File: config.mk
export PLATFORM = sky130hd
export DESIGN_NAME = conv_mdc_stream_ctrl
export DESIGN_NICKNAME = d
export VERILOG_FILES = /design/src/rtl/conv_mdc_package.sv /design/src/rtl/conv_mdc_stream_gate.sv /design/src/rtl/conv_mdc_stream_ctrl.sv
export SDC_FILE = /design/constraint.sdc
export NUM_CORES = 1
export LEC_CHECK = 0
export CAP_MARGIN = 15
export CORE_ASPECT_RATIO = 0.7
export CORE_MARGIN = 2
export CORE_UTILIZATION = 41
export CTS_CLUSTER_DIAMETER = 150
export DETAILED_ROUTE_END_ITERATION = 10
export PLACE_DENSITY = 0.82
export SLEW_MARGIN = 40
export SYNTH_ARGS = -nofsm -noshare
export SYNTH_HDL_FRONTEND = slang
export SYNTH_HIERARCHICAL = 1
export SYNTH_SLANG_ARGS = --single-unit
File: constraint.sdc
create_clock -name clk_i -period 3.55 [get_ports clk_i]
set_clock_uncertainty 0.2 [all_clocks]
set_input_delay 0.5325 -clock clk_i [delete_from_list [all_inputs] [get_ports clk_i]]
set_output_delay 0.5325 -clock clk_i [all_outputs]
set_load 0.01 [all_outputs]
File: src/rtl/conv_mdc_package.sv
// Shared types for the MDC stream controller: FSM states and control/flag bundles.
// Latency: n/a (types and constants only).
// Backpressure: n/a.
package conv_mdc_package;

  // Default channel configuration, used to size the register-map style bundles below.
  localparam int unsigned MDC_N_IN  = 2;
  localparam int unsigned MDC_N_OUT = 2;
  localparam int unsigned MDC_CNT_W = 16;

  typedef enum logic [1:0] {
    IDLE = 2'd0,
    RUN  = 2'd1,
    DONE = 2'd2
  } fsm_state_e;

  // Job request as seen by a controlling register file.
  typedef struct packed {
    logic                                   start;
    logic [MDC_N_IN-1:0][MDC_CNT_W-1:0]     len_in;
    logic [MDC_N_OUT-1:0][MDC_CNT_W-1:0]    len_out;
  } ctrl_mdc_stream_t;

  // Status as seen by a controlling register file; input channels in the LSBs.
  typedef struct packed {
    logic                                   busy;
    logic                                   done;
    logic [MDC_N_IN+MDC_N_OUT-1:0]          ch_done;
  } flags_mdc_stream_t;

endpackage

File: src/rtl/conv_mdc_stream_gate.sv
// One stream channel gate: passes valid/ready while open, counts beats against a latched length.
// Latency: zero (combinational valid/ready/data path); done flag registered one cycle after the last beat.
// Backpressure: downstream ready is forwarded upstream while open; once the length is reached both sides are held at 0.
module conv_mdc_stream_gate
  import conv_mdc_package::*;
#(
  parameter int unsigned DATA_WIDTH = 32,
  parameter int unsigned CNT_WIDTH  = 16
) (
  input  logic                  clk_i,
  input  logic                  rst_i,
  input  logic                  clear_i,
  input  logic                  load_i,
  input  logic                  run_i,
  input  logic [CNT_WIDTH-1:0]  len_i,
  input  logic                  up_valid_i,
  input  logic [DATA_WIDTH-1:0] up_data_i,
  output logic                  up_ready_o,
  output logic                  dn_valid_o,
  output logic [DATA_WIDTH-1:0] dn_data_o,
  input  logic                  dn_ready_i,
  output logic                  done_o,
  output logic                  done_nxt_o
);

  logic [CNT_WIDTH-1:0] cnt_q, cnt_d;
  logic [CNT_WIDTH-1:0] len_q, len_d;
  logic                 done_q, done_d;
  logic                 open;
  logic                 fire;
  logic [CNT_WIDTH-1:0] cnt_inc;

  // Handshake gating; the cnt!=len term keeps a zero-length channel shut in its first RUN cycle.
  always_comb begin
    open       = run_i & ~done_q & (cnt_q != len_q);
    dn_valid_o = up_valid_i & open;
    up_ready_o = dn_ready_i & open;
    dn_data_o  = up_data_i;
    fire       = up_valid_i & dn_ready_i & open;
    cnt_inc    = cnt_q + CNT_WIDTH'(fire);
    done_nxt_o = done_q | (cnt_inc == len_q);
  end

  // Next-state for counter, length and done flag; clear wins over load, which wins over counting.
  always_comb begin
    cnt_d  = cnt_q;
    len_d  = len_q;
    done_d = done_q;
    if (clear_i) begin
      cnt_d  = '0;
      done_d = 1'b0;
    end else if (load_i) begin
      cnt_d  = '0;
      done_d = 1'b0;
      len_d  = len_i;
    end else if (run_i) begin
      cnt_d  = cnt_inc;
      done_d = done_nxt_o;
    end
  end

  // Channel state registers.
  always_ff @(posedge clk_i or posedge rst_i) begin
    if (rst_i) begin
      cnt_q  <= '0;
      len_q  <= '0;
      done_q <= 1'b0;
    end else begin
      cnt_q  <= cnt_d;
      len_q  <= len_d;
      done_q <= done_d;
    end
  end

  assign done_o = done_q;

endmodule

File: src/rtl/conv_mdc_stream_ctrl.sv
// Job sequencer gating N_IN streamer->kernel and N_OUT kernel->streamer channels to per-job beat lengths.
// Latency: zero on the data path; done_o pulses the cycle after the last channel's final beat.
// Backpressure: per-channel ready/valid pass straight through while the job runs; all gated to 0 outside RUN or once a channel is full.
module conv_mdc_stream_ctrl
  import conv_mdc_package::*;
#(
  parameter int unsigned N_IN       = 2,
  parameter int unsigned N_OUT      = 2,
  parameter int unsigned DATA_WIDTH = 32,
  parameter int unsigned CNT_WIDTH  = 16
) (
  input  logic                        clk_i,
  input  logic                        rst_i,
  input  logic                        clear_i,
  input  logic                        start_i,
  input  logic [N_IN*CNT_WIDTH-1:0]   len_in_i,
  input  logic [N_OUT*CNT_WIDTH-1:0]  len_out_i,
  input  logic [N_IN-1:0]             src_valid_i,
  input  logic [N_IN*DATA_WIDTH-1:0]  src_data_i,
  output logic [N_IN-1:0]             src_ready_o,
  output logic [N_IN-1:0]             krn_valid_o,
  output logic [N_IN*DATA_WIDTH-1:0]  krn_data_o,
  input  logic [N_IN-1:0]             krn_ready_i,
  input  logic [N_OUT-1:0]            res_valid_i,
  input  logic [N_OUT*DATA_WIDTH-1:0] res_data_i,
  output logic [N_OUT-1:0]            res_ready_o,
  output logic [N_OUT-1:0]            dst_valid_o,
  output logic [N_OUT*DATA_WIDTH-1:0] dst_data_o,
  input  logic [N_OUT-1:0]            dst_ready_i,
  output logic                        busy_o,
  output logic                        done_o,
  output logic [N_IN+N_OUT-1:0]       ch_done_o
);

  localparam int unsigned N_CH = N_IN + N_OUT;

  fsm_state_e      state_q, state_d;
  logic            run;
  logic            load;
  logic [N_CH-1:0] ch_done;
  logic [N_CH-1:0] ch_done_nxt;

  // Next-state: leave RUN on the same edge the last channel completes, so done_o follows the final beat by one cycle.
  always_comb begin
    state_d = state_q;
    case (state_q)
      IDLE:    if (start_i) state_d = RUN;
      RUN:     if (&ch_done_nxt) state_d = DONE;
      DONE:    state_d = IDLE;
      default: state_d = IDLE;
    endcase
    if (clear_i) state_d = IDLE;
  end

  // State register.
  always_ff @(posedge clk_i or posedge rst_i) begin
    if (rst_i) state_q <= IDLE;
    else       state_q <= state_d;
  end

  // Per-state controls to the channel gates; start is only honoured in IDLE.
  always_comb begin
    run    = (state_q == RUN);
    load   = (state_q == IDLE) & start_i & ~clear_i;
    busy_o = run;
    done_o = (state_q == DONE);
  end

  assign ch_done_o = ch_done;

  for (genvar c = 0; c < N_IN; c++) begin : g_in
    conv_mdc_stream_gate #(
      .DATA_WIDTH (DATA_WIDTH),
      .CNT_WIDTH  (CNT_WIDTH)
    ) u_gate (
      .clk_i      (clk_i),
      .rst_i      (rst_i),
      .clear_i    (clear_i),
      .load_i     (load),
      .run_i      (run),
      .len_i      (len_in_i[c*CNT_WIDTH +: CNT_WIDTH]),
      .up_valid_i (src_valid_i[c]),
      .up_data_i  (src_data_i[c*DATA_WIDTH +: DATA_WIDTH]),
      .up_ready_o (src_ready_o[c]),
      .dn_valid_o (krn_valid_o[c]),
      .dn_data_o  (krn_data_o[c*DATA_WIDTH +: DATA_WIDTH]),
      .dn_ready_i (krn_ready_i[c]),
      .done_o     (ch_done[c]),
      .done_nxt_o (ch_done_nxt[c])
    );
  end

  for (genvar c = 0; c < N_OUT; c++) begin : g_out
    conv_mdc_stream_gate #(
      .DATA_WIDTH (DATA_WIDTH),
      .CNT_WIDTH  (CNT_WIDTH)
    ) u_gate (
      .clk_i      (clk_i),
      .rst_i      (rst_i),
      .clear_i    (clear_i),
      .load_i     (load),
      .run_i      (run),
      .len_i      (len_out_i[c*CNT_WIDTH +: CNT_WIDTH]),
      .up_valid_i (res_valid_i[c]),
      .up_data_i  (res_data_i[c*DATA_WIDTH +: DATA_WIDTH]),
      .up_ready_o (res_ready_o[c]),
      .dn_valid_o (dst_valid_o[c]),
      .dn_data_o  (dst_data_o[c*DATA_WIDTH +: DATA_WIDTH]),
      .dn_ready_i (dst_ready_i[c]),
      .done_o     (ch_done[N_IN+c]),
      .done_nxt_o (ch_done_nxt[N_IN+c])
    );
  end

endmodule

## Yosys cells after proc, flatten, opt, wreduce, memory -nomap -nowiden

Index checks and enable logic that the tools add are counted.

| cells by class | value |
|---|---|
| reduce and logical (&&, ||, !) cells | 5 |
| add/sub/neg operators | 4 |
| equal/unequal tests | 12 |
| bitwise gates (word level) | 35 |
| muxes and demuxes | 28 |

Operators by type and width:

| operator | number |
|---|---|
| 2-to-1 mux 16 bit | 12 |
| adder 16 x 1 -> 16 bit | 4 |
| == test 16 bit | 4 |
| inequality test 16 bit | 4 |
| bitwise AND 1 bit | 26 |
| 2-to-1 mux 1 bit | 12 |
| 2-to-1 mux 2 bit | 3 |
| inequality test 3 bit (second input constant) | 2 |
| inverter 1 bit | 5 |
| OR 1 bit | 4 |
| one-hot mux 2 bit (2 select lines) | 1 |
| AND reduction 2 bit | 2 |
| AND reduction 4 bit | 1 |
| nonzero test 3 bit | 1 |
| == test 2 x 1 -> 1 bit (second input constant) | 1 |
| == test 2 bit (second input constant) | 1 |
| logical NOT 2 bit | 1 |

| storage, ports and cells | value |
|---|---|
| output and inout port bits | 142 |
| register bits after elaboration | 134 |
| word-level logic and storage cells | 97 |

## Logic depth before layout (Yosys ltp)

Gate-level depths: netlist (run 1).

| logic depth | value |
|---|---|
| word-level depth | 11 |
| mapped depth | 15 |
| mapped depth without buffers | 14 |

## Cells and area by module

The synthesis (run 1) kept the hierarchy.

Modules (own cells, without submodules):

| module | instances | cells each | area each (um^2) |
|---|---|---|---|
| conv_mdc_stream_gate | 4 | 233 | 2234.6 |
| conv_mdc_stream_ctrl | 1 | 10 | 111.4 |

## Worst setup path after synthesis (run 1)

OpenSTA, ideal clock, no wires.

| timing path | value |
|---|---|
| kind | flip-flop to flip-flop |
| from | register state_q[1] |
| to | register state_q[0] |
| arrival time | 3.400 ns |
| stages on the path, launching flop included | 13 |
| slack | -0.170 ns |
| data required time | 3.230 ns |
| path through | dfrtp_1 nor2b_1 clkbuf_8 nor3b_1 and3_1 ha_1 nand3_1 or3_1 o21ai_0 and4_1 a41o_2 nand4_1 a31o_1 |

| between the ends | value |
|---|---|
| cells in the longest elaborated chain, start to end | 10 |

Ends and longest elaborated chain:

| element | line | source |
|---|---|---|
| start: declaration | conv_mdc_stream_ctrl.sv:37 | `fsm_state_e state_q, state_d;` |
| start signal: assignment | conv_mdc_stream_ctrl.sv:58 | `else state_q <= state_d;` |
| == test 2 x 1 -> 1 bit | conv_mdc_stream_ctrl.sv:63 | `run = (state_q == RUN);` |
| net busy_o | conv_mdc_stream_ctrl.sv:30 | `output logic busy_o,` |
| bitwise AND 1 bit (2 in a row) | conv_mdc_stream_gate.sv:35 | `open = run_i & ~done_q & (cnt_q != len_q);` |
| bitwise AND 1 bit | conv_mdc_stream_gate.sv:39 | `fire = up_valid_i & dn_ready_i & open;` |
| adder 16 x 1 -> 16 bit | conv_mdc_stream_gate.sv:40 | `cnt_inc = cnt_q + CNT_WIDTH'(fire);` |
| == test 16 bit | conv_mdc_stream_gate.sv:41 | `done_nxt_o = done_q \| (cnt_inc == len_q);` |
| OR 1 bit | conv_mdc_stream_gate.sv:41 |  |
| net ch_done_nxt[2] | conv_mdc_stream_ctrl.sv:41 | `logic [N_CH-1:0] ch_done_nxt;` |
| AND reduction 4 bit | conv_mdc_stream_ctrl.sv:48 | `RUN: if (&ch_done_nxt) state_d = DONE;` |
| inequality test 3 bit (no line) | n/a |  |
| AND reduction 2 bit (no line) | n/a |  |

The timed path passes the listed nets, and every way through them passes these cells.
A chain may end at the register's enable or synchronous reset.

## Worst setup path after layout (run 1)

| timing path | value |
|---|---|
| from | register g_out[0].u_gate.len_q[9] |
| to | register state_q[1] |

| between the ends | value |
|---|---|
| cells in the longest elaborated chain, start to end | 9 |

Ends and longest elaborated chain:

| element | line | source |
|---|---|---|
| start: declaration | conv_mdc_stream_gate.sv:27 | `logic [CNT_WIDTH-1:0] len_q, len_d;` |
| start signal: assignment | conv_mdc_stream_gate.sv:70 | `len_q <= len_d;` |
| inequality test 16 bit | conv_mdc_stream_gate.sv:35 |  |
| bitwise AND 1 bit | conv_mdc_stream_gate.sv:35 |  |
| bitwise AND 1 bit | conv_mdc_stream_gate.sv:39 |  |
| adder 16 x 1 -> 16 bit | conv_mdc_stream_gate.sv:40 |  |
| == test 16 bit (*) | conv_mdc_stream_gate.sv:41 |  |
| OR 1 bit (*) | conv_mdc_stream_gate.sv:41 |  |
| net ch_done_nxt[2] | conv_mdc_stream_ctrl.sv:41 |  |
| AND reduction 4 bit (*) | conv_mdc_stream_ctrl.sv:48 |  |
| inequality test 3 bit (no line) (*) | n/a |  |
| AND reduction 2 bit (no line) (*) | n/a |  |

The timed path passes the listed nets; every way through them passes the cells marked *.

==> summary.md, run 1 <==
| Metric | Value |
|---|---|
| ANT nets after route | `0` |
| Max Root-Sink Buffers | `2` |
| Post-DP HPWL | `16.3 mm` |
| Post-synth top area share | `37.1%` |
| Syn_area_per_cell | `9.61 um^2` |
| Input/output buffers | `89` |
| RD Place Congestion | `0.925` |
| Core area | `21700 um^2` |
| Routed Wire Length | `22.9 mm` |
| Most frequent cell after synthesis | `buf_4` |
| H-tree depth | `4` |
| Hold Path Class | `input port to async pin` |
| Most frequent cells after synthesis | `buf_4, dfrtp_1, xor2_1, nor2_1, mux2_2` |
| Max-cap violations | `0` |
| CTS root buf | `clkbuf_16` |
| Crit Path Category | `register to register` |
| Fmax | `0.273 GHz` |
| P_leak | `4.40 nW` |
| Slew margin rel. | `64.2%` |
| Die H | `128 um` |
| GR Overflow Total | `0` |
| Gate count after technology mapping | `942` |
| Final Instance Count excl. Fillers | `1283` |
| Via Count | `6961` |
| Synth Register Bits | `134` |
| Post-synthesis sequential area ratio | `37.1%` |
| Placed Cells | `1241` |
| Top_reg_cell synth | `dfrtp_1` |
| Failing checks | `setup timing` |
| CTS Buf Count | `17` |
| Synth area leaders | `dfrtp_1, buf_4, mux2_2` |
| Crit path time final | `3670 ps` |
| Reg2Reg Depth | `15` |
| Antenna cell count | `0` |
| VDD IR-drop max | `321 uV` |
| Outcome | `finished, violations left` |
| Vias per cell | `5.43` |
| EDFF count, synth | `0` |
| Drt pass-1 iters | `6` |
| M1 wire length | `10.4 mm` |
| Filler Cell Count | `1882` |
| DRC Markers | `0` |
| Worst slew pin tran | `536 ps` |
| Synthesized area | `9050 um^2` |
| Hold Vio Cnt, Final | `0` |
| Syn_nets | `1154` |
| Met2 Wirelength | `10.2 mm` |
| CTS tree | `built` |
| DRT iter0 DRCs | `589` |
| Max-slew violations | `0` |
| CTS Sinks | `134` |
| Worst skew pair latency | `430 ps` |
| Setup ws final | `-116 ps` |
| Critical Path Fanout Max | `6` |
| Netlist cell types | `46` |
| Dpl ws | `-141 ps` |
| Layout cell share with drive strength beyond 1 | `27.8%` |
| Synth warn | `6` |
| Die area | `23300 um^2` |
| Hold_ws | `311 ps` |
| Pin count of the biggest net entering global routing | `34` |
| RSZ-0062 raised after global routing | `yes` |
| Critical Path AT | `3790 ps` |
| Wire per inst | `17.8 um` |
| Total power | `4.76 mW` |
| Final Net Count | `1200` |
| Met3 wire length | `2.03 mm` |
| CP Launch Type | `register` |
| Die Width | `182 um` |
| Row Count | `45` |
| GRT Resource Usage Total | `19.4%` |
| # setup viols final | `2` |
| IO Count | `346` |
| First-pass GRT wire length | `36.0 mm` |
| Vias in the first global route | `6862` |
| Layout area overhead | `18.6%` |
| Initial antenna violation count | `0` |
| Crit path required time | `3670 ps` |
| Initial Utilization | `41.7%` |
| Synth async-reset ratio | `100%` |
| Top Metal Used | `met4` |
| Fin crit share | `103%` |
| Most area-hungry cell type in the Yosys netlist | `dfrtp_1` |
| Clock transition at the registers of the reported paths | `60 ps` |
| Crit. End Element | `register` |
| Pwr dens | `444 nW/um^2` |
[report_power, final]
part	internal [mW]	switching [mW]	total [mW]
combinational	0.595	0.518	1.11
clock	1.05	0.703	1.75
sequential	1.72	0.177	1.89
[state kept, by name, indices dropped and copies added (netlist names)]
name,flops
g_in.u_gate/cnt_q,32
g_out.u_gate/done_o,2
g_out.u_gate/cnt_q,32
g_in.u_gate/done_o,2
g_out.u_gate/len_q,32
state_q,2
g_in.u_gate/len_q,32
[metrics by stage]
stage          cell area [um^2]  setup TNS, ps  util, %
5_1_grt                   10700           -515     49.5
3_5_place_dp               9750           -251     45.0
6_report                  10700           -197     49.5
3_3_place_gp               9750           -226     45.0
4_1_cts                   10400              0     48.0
2_1_floorplan              9050              0        -
[per-layer routing]
layer / track usage (%) / vias up
li1: - / 3198
met1: 26.6 / 3368
met2: 29.0 / 357
met3: 7.47 / 38
met4: 4.64 / 0
met5: 0 / -
[cell families (layout without fill, tap and decap cells)]
kind of cell | count (synthesis) | after routing | share of synthesized area [%]
AO/OA/AOI/OAI | 105 | 105 | 7.01
buffers and inverters | 177 | 236 | 14.4
AND/OR/NAND/NOR | 314 | 314 | 18.8
adder cells (fa/ha/maj) | 8 | 8 | 1.11
flip-flops | 134 | 134 | 37.1
multiplexers | 68 | 68 | 8.41
XOR/XNOR | 136 | 136 | 13.2
[worst paths after layout]
kind	start	slack (ps)	to
min reg2reg	g_in[0].u_gate/len_q[7]$_DFFE_PP0P_	330	g_in[0].u_gate/len_q[7]$_DFFE_PP0P_
max reg2reg	g_out[0].u_gate/len_q[9]$_DFFE_PP0P_	-120	state_q[1]$_DFFE_PP0P_
max	g_out[0].u_gate/len_q[9]$_DFFE_PP0P_	-120	state_q[1]$_DFFE_PP0P_
min in group clk_i	g_in[0].u_gate/len_q[7]$_DFFE_PP0P_	330	g_in[0].u_gate/len_q[7]$_DFFE_PP0P_
max in group asynchronous	rst_i	2280	g_in[1].u_gate/len_q[13]$_DFFE_PP0P_
min	rst_i	310	state_q[1]$_DFFE_PP0P_
[cell usage in the layout (no fill, tap or decap), drive strengths merged, types with 10 or more instances in the layout]
master / synthesis / layout
buf: 140 / 106
or3: 24 / 24
inv: 9 / 10
clkdlybuf4s50: 0 / 89
nand4: 29 / 29
dfrtp: 134 / 134
o21ai: 36 / 36
a21oi: 36 / 36
xor2: 80 / 80
nand3: 32 / 32
xnor2: 56 / 56
mux2: 64 / 64
nor3: 20 / 20
nor2: 77 / 77
nor2b: 13 / 13
clkbuf: 28 / 20
nand2: 60 / 60
[critical path, stage by stage, from the launching register on]
cell and delay [ps]:
dfrtp_1 400, xor2_2 200, nor4_2 300, nand4_1 180, nor4_2 360, nor3b_2 100
and3_4 200, ha_2 210, nand4_1 130, buf_4 140, nor2_2 70, nor2_1 120
o2111a_1 260, a41o_2 240, nand4_1 140, nor4b_2 290
[timing repair]
action | CTS | global route
hold buffers | 0 | 0
pin swaps | 13 | 33
endpoints found under the hold margin | 0 | 0
gates resized for setup | 11 | 51
buffers inserted | 2 | 8
setup endpoints to repair | 2 | 2
[cell type report]
class                      count  area, um^2  share of cell area (%)
clock buffer                  20         447                    4.16
multi-input combinational    631        4720                    44.0
tap                          282         353                    3.29
clock inverter                12         129                    1.20
timing repair buffer         195        1690                    15.8
sequential                   134        3350                    31.2
inverter                       9        33.8                   0.315
Note: power is estimated with default switching activity, not from simulation.
==> run 2: changes to the inputs <==
CAP_MARGIN = default   (was 15)
CORE_UTILIZATION = 45   (was 41)
PLACE_DENSITY = 0.86   (was 0.82)
clock period = 3.75 ns   (was 3.55 ns; I/O delays follow)
==> summary.md, run 2 (same netlist as run 1, synthesis figures left out) <==
| Metric | Value |
|---|---|
| Outcome | `finished, violations left` |
| Die H | `123 um (-4.4%)` |
| Setup ws final | `-2.44 ps (+114 ps)` |
| Crit. End Element | `register` |
| Max Root-Sink Buffers | `2 (unchanged)` |
| Met3 wire length | `2.54 mm (+25%)` |
| Vias in the first global route | `6636 (-3.3%)` |
| Failing checks | `setup timing` |
| Register Area | `3360 um^2 (+0.22%)` |
| ANT nets after route | `0 (unchanged)` |
| Crit path time final | `3750 ps (+86.1 ps)` |
| Drt pass-1 iters | `7 (+1)` |
| Crit path required time | `3860 ps (+190 ps)` |
| Clock transition at the registers of the reported paths | `60 ps (about the same)` |
| Reg2Reg Depth | `14 (-1)` |
| Wire per inst | `18.5 um (+3.7%)` |
| Pin count of the biggest net entering global routing | `34 (unchanged)` |
| Placed Cells | `1180 (-4.9%)` |
| Most frequent cells in the layout | `dfrtp_1, clkdlybuf4s50_1, xor2_1` |
| Fmax | `0.266 GHz (-2.3%)` |
| Critical R2R Launch | `g_in[1].u_gate/cnt_q[6]$_DFFE_PP0P_` |
| CTS tree | `built` |
| First-pass GRT wire length | `35.2 mm (-2.2%)` |
| Final Instance Count excl. Fillers | `1218 (-5.1%)` |
| Slew margin rel. | `61.9% (-2.3 points)` |
| Row Count | `43 (-4.4%)` |
| # setup viols final | `1 (-1)` |
| Critical Path AT | `3860 ps (+70 ps)` |
| Via Count | `6877 (-1.2%)` |
| Post-DP HPWL | `16.3 mm (about the same)` |
| H-tree depth | `4 (unchanged)` |
| Layout cell share with drive strength beyond 1 | `21.9% (-5.9 points)` |
| Filler Cell Count | `1706 (-9.4%)` |
| GR Overflow Total | `0 (unchanged)` |
| CP Launch Type | `register` |
| DRT iter0 DRCs | `691 (+17%)` |
| Slack of the worst reg-to-reg path | `-2 ps (+110 ps)` |
| VDD IR-drop max | `341 uV (+6.0%)` |
| Crit Path Category | `register to register` |
| CTS Buf Count | `17 (unchanged)` |
| CTS Sinks | `134 (unchanged)` |
| Worst skew pair latency | `430 ps (about the same)` |
| Worst slew pin tran | `570 ps (+34.4 ps)` |
| Pwr dens | `439 nW/um^2 (-1.0%)` |
| Multi-input gate area | `4550 um^2 (-3.6%)` |
| Fin crit share | `100% (-3.2 points)` |
| P_leak | `4.11 nW (-6.4%)` |
| Worst Setup SP | `g_in[1].u_gate/cnt_q[6]$_DFFE_PP0P_` |
| Final Net Count | `1146 (-4.5%)` |
| Top Metal Used | `met4` |
| CTS root buf | `clkbuf_16` |
| Input/output buffers | `89 (unchanged)` |
| Initial antenna violation count | `1 (+1)` |
| GRT Resource Usage Total | `21.0% (+1.6 points)` |
| Critical Path Fanout Max | `4 (-2)` |
| Routed Wire Length | `22.5 mm (-1.6%)` |
| RD Place Congestion | `0.953 (+3.0%)` |
| IO Count | `346 (unchanged)` |
| Die Width | `174 um (-4.4%)` |
| Total power | `4.47 mW (-6.2%)` |
| Hold_ws | `239 ps (-71.5 ps)` |
| Hold Path Class | `input port to async pin` |
| Die area | `21300 um^2 (-8.7%)` |
| DRC Markers | `0 (unchanged)` |
| Setup crit end | `state_q[0]$_DFFE_PP0P_` |
| R2r endpoint | `state_q[0]$_DFFE_PP0P_` |
| Met2 Wirelength | `9.64 mm (-5.4%)` |
| Commonest non-fill, non-tap cell in the layout | `dfrtp_1` |
| Post-CTS Hold Fix Bufs | `0 (unchanged)` |
| Initial Utilization | `45.8% (+4.1 points)` |
| Layout area overhead | `12.4%` |
| M1 wire length | `9.79 mm (-5.5%)` |
| Vias per cell | `5.65 (+4.1%)` |
| Hold Vio Cnt, Final | `0 (unchanged)` |
| Max-slew violations | `0 (unchanged)` |
| Core area | `19700 um^2 (-8.9%)` |
| Max-cap violations | `0 (unchanged)` |
[run 2: cell types whose count changed in the layout (fill, tap and decap cells not counted), sizes merged]
cell / previous run / this run
inv: 10 / 11
diode: 0 / 1
clkinv: 6 / 7
buf: 106 / 52
bufinv: 2 / 3
clkinvlp: 3 / 2
clkbuf: 20 / 18
[run 2: how the worst min path moves through the flow]
stage,from,to,slack [ps]
after floorplan,rst_i,state_q[0]$_DFFE_PP0P_,100
after global placement,g_in[0].u_gate/len_q[15]$_DFFE_PP0P_,g_in[0].u_gate/len_q[15]$_DFFE_PP0P_,310
after detailed placement,g_in[1].u_gate/len_q[9]$_DFFE_PP0P_,g_in[1].u_gate/len_q[9]$_DFFE_PP0P_,320
after CTS,rst_i,state_q[1]$_DFFE_PP0P_,240
after global routing,rst_i,state_q[1]$_DFFE_PP0P_,280
final,rst_i,state_q[1]$_DFFE_PP0P_,240
[run 2: worst max-delay path, cell delays in order, from the launching register on]
cell and delay, ps:
dfrtp_1 450, xor2_2 220, nor4_2 350, nand4_1 150
nor4_1 320, nor3b_1 110, and3_1 240, ha_1 250
and3_1 240, nand2_1 100, xor2_1 190, and4_1 260
a41o_2 210, nand4_1 110, a31o_1 250
[run 2: where the power goes]
group	switching [mW]	internal, mW	leakage [nW]
clock	0.665	1.05	0.291
combinational	0.459	0.498	2.10
sequential	0.170	1.63	1.73
total	1.29	3.17	4.11
[run 2: area by class of cell]
class | count | share of cell area (%)
Sequential cell | 134 | 33.0
Multi-Input combinational cell | 631 | 44.8
Tap cell | 270 | 3.32
Timing Repair Buffer | 141 | 12.6
Inverter | 9 | 0.332
Clock buffer | 18 | 4.22
Clock inverter | 14 | 1.73
Antenna cell | 1 | 0.0246
[run 2: timing repair]
action,in CTS,in global routing
resized for setup,2,33
setup endpoints to repair,1,2
pin swaps,1,11
gates cloned,0,0
setup buffers,0,5
[run 2: metrics by stage]
step | cell area, um^2 | utilization [%] | setup TNS (ps) | setup slack, ps
4_1_cts | 9980 | 50.6 | 0 | 20.4
3_3_place_gp | 9370 | 47.4 | -16.5 | -9.72
5_1_grt | 10200 | 51.5 | -205 | -111
3_5_place_dp | 9370 | 47.4 | -2.72 | -2.72
2_1_floorplan | 9050 | - | 0 | 30.1
6_report | 10200 | 51.5 | -2.44 | -2.44
[run 2: layer usage]
layer	up-vias	track usage, %
li1	3106	-
met1	3265	28.1
met2	439	29.7
met3	67	9.32
met4	0	8.47
met5	-	0
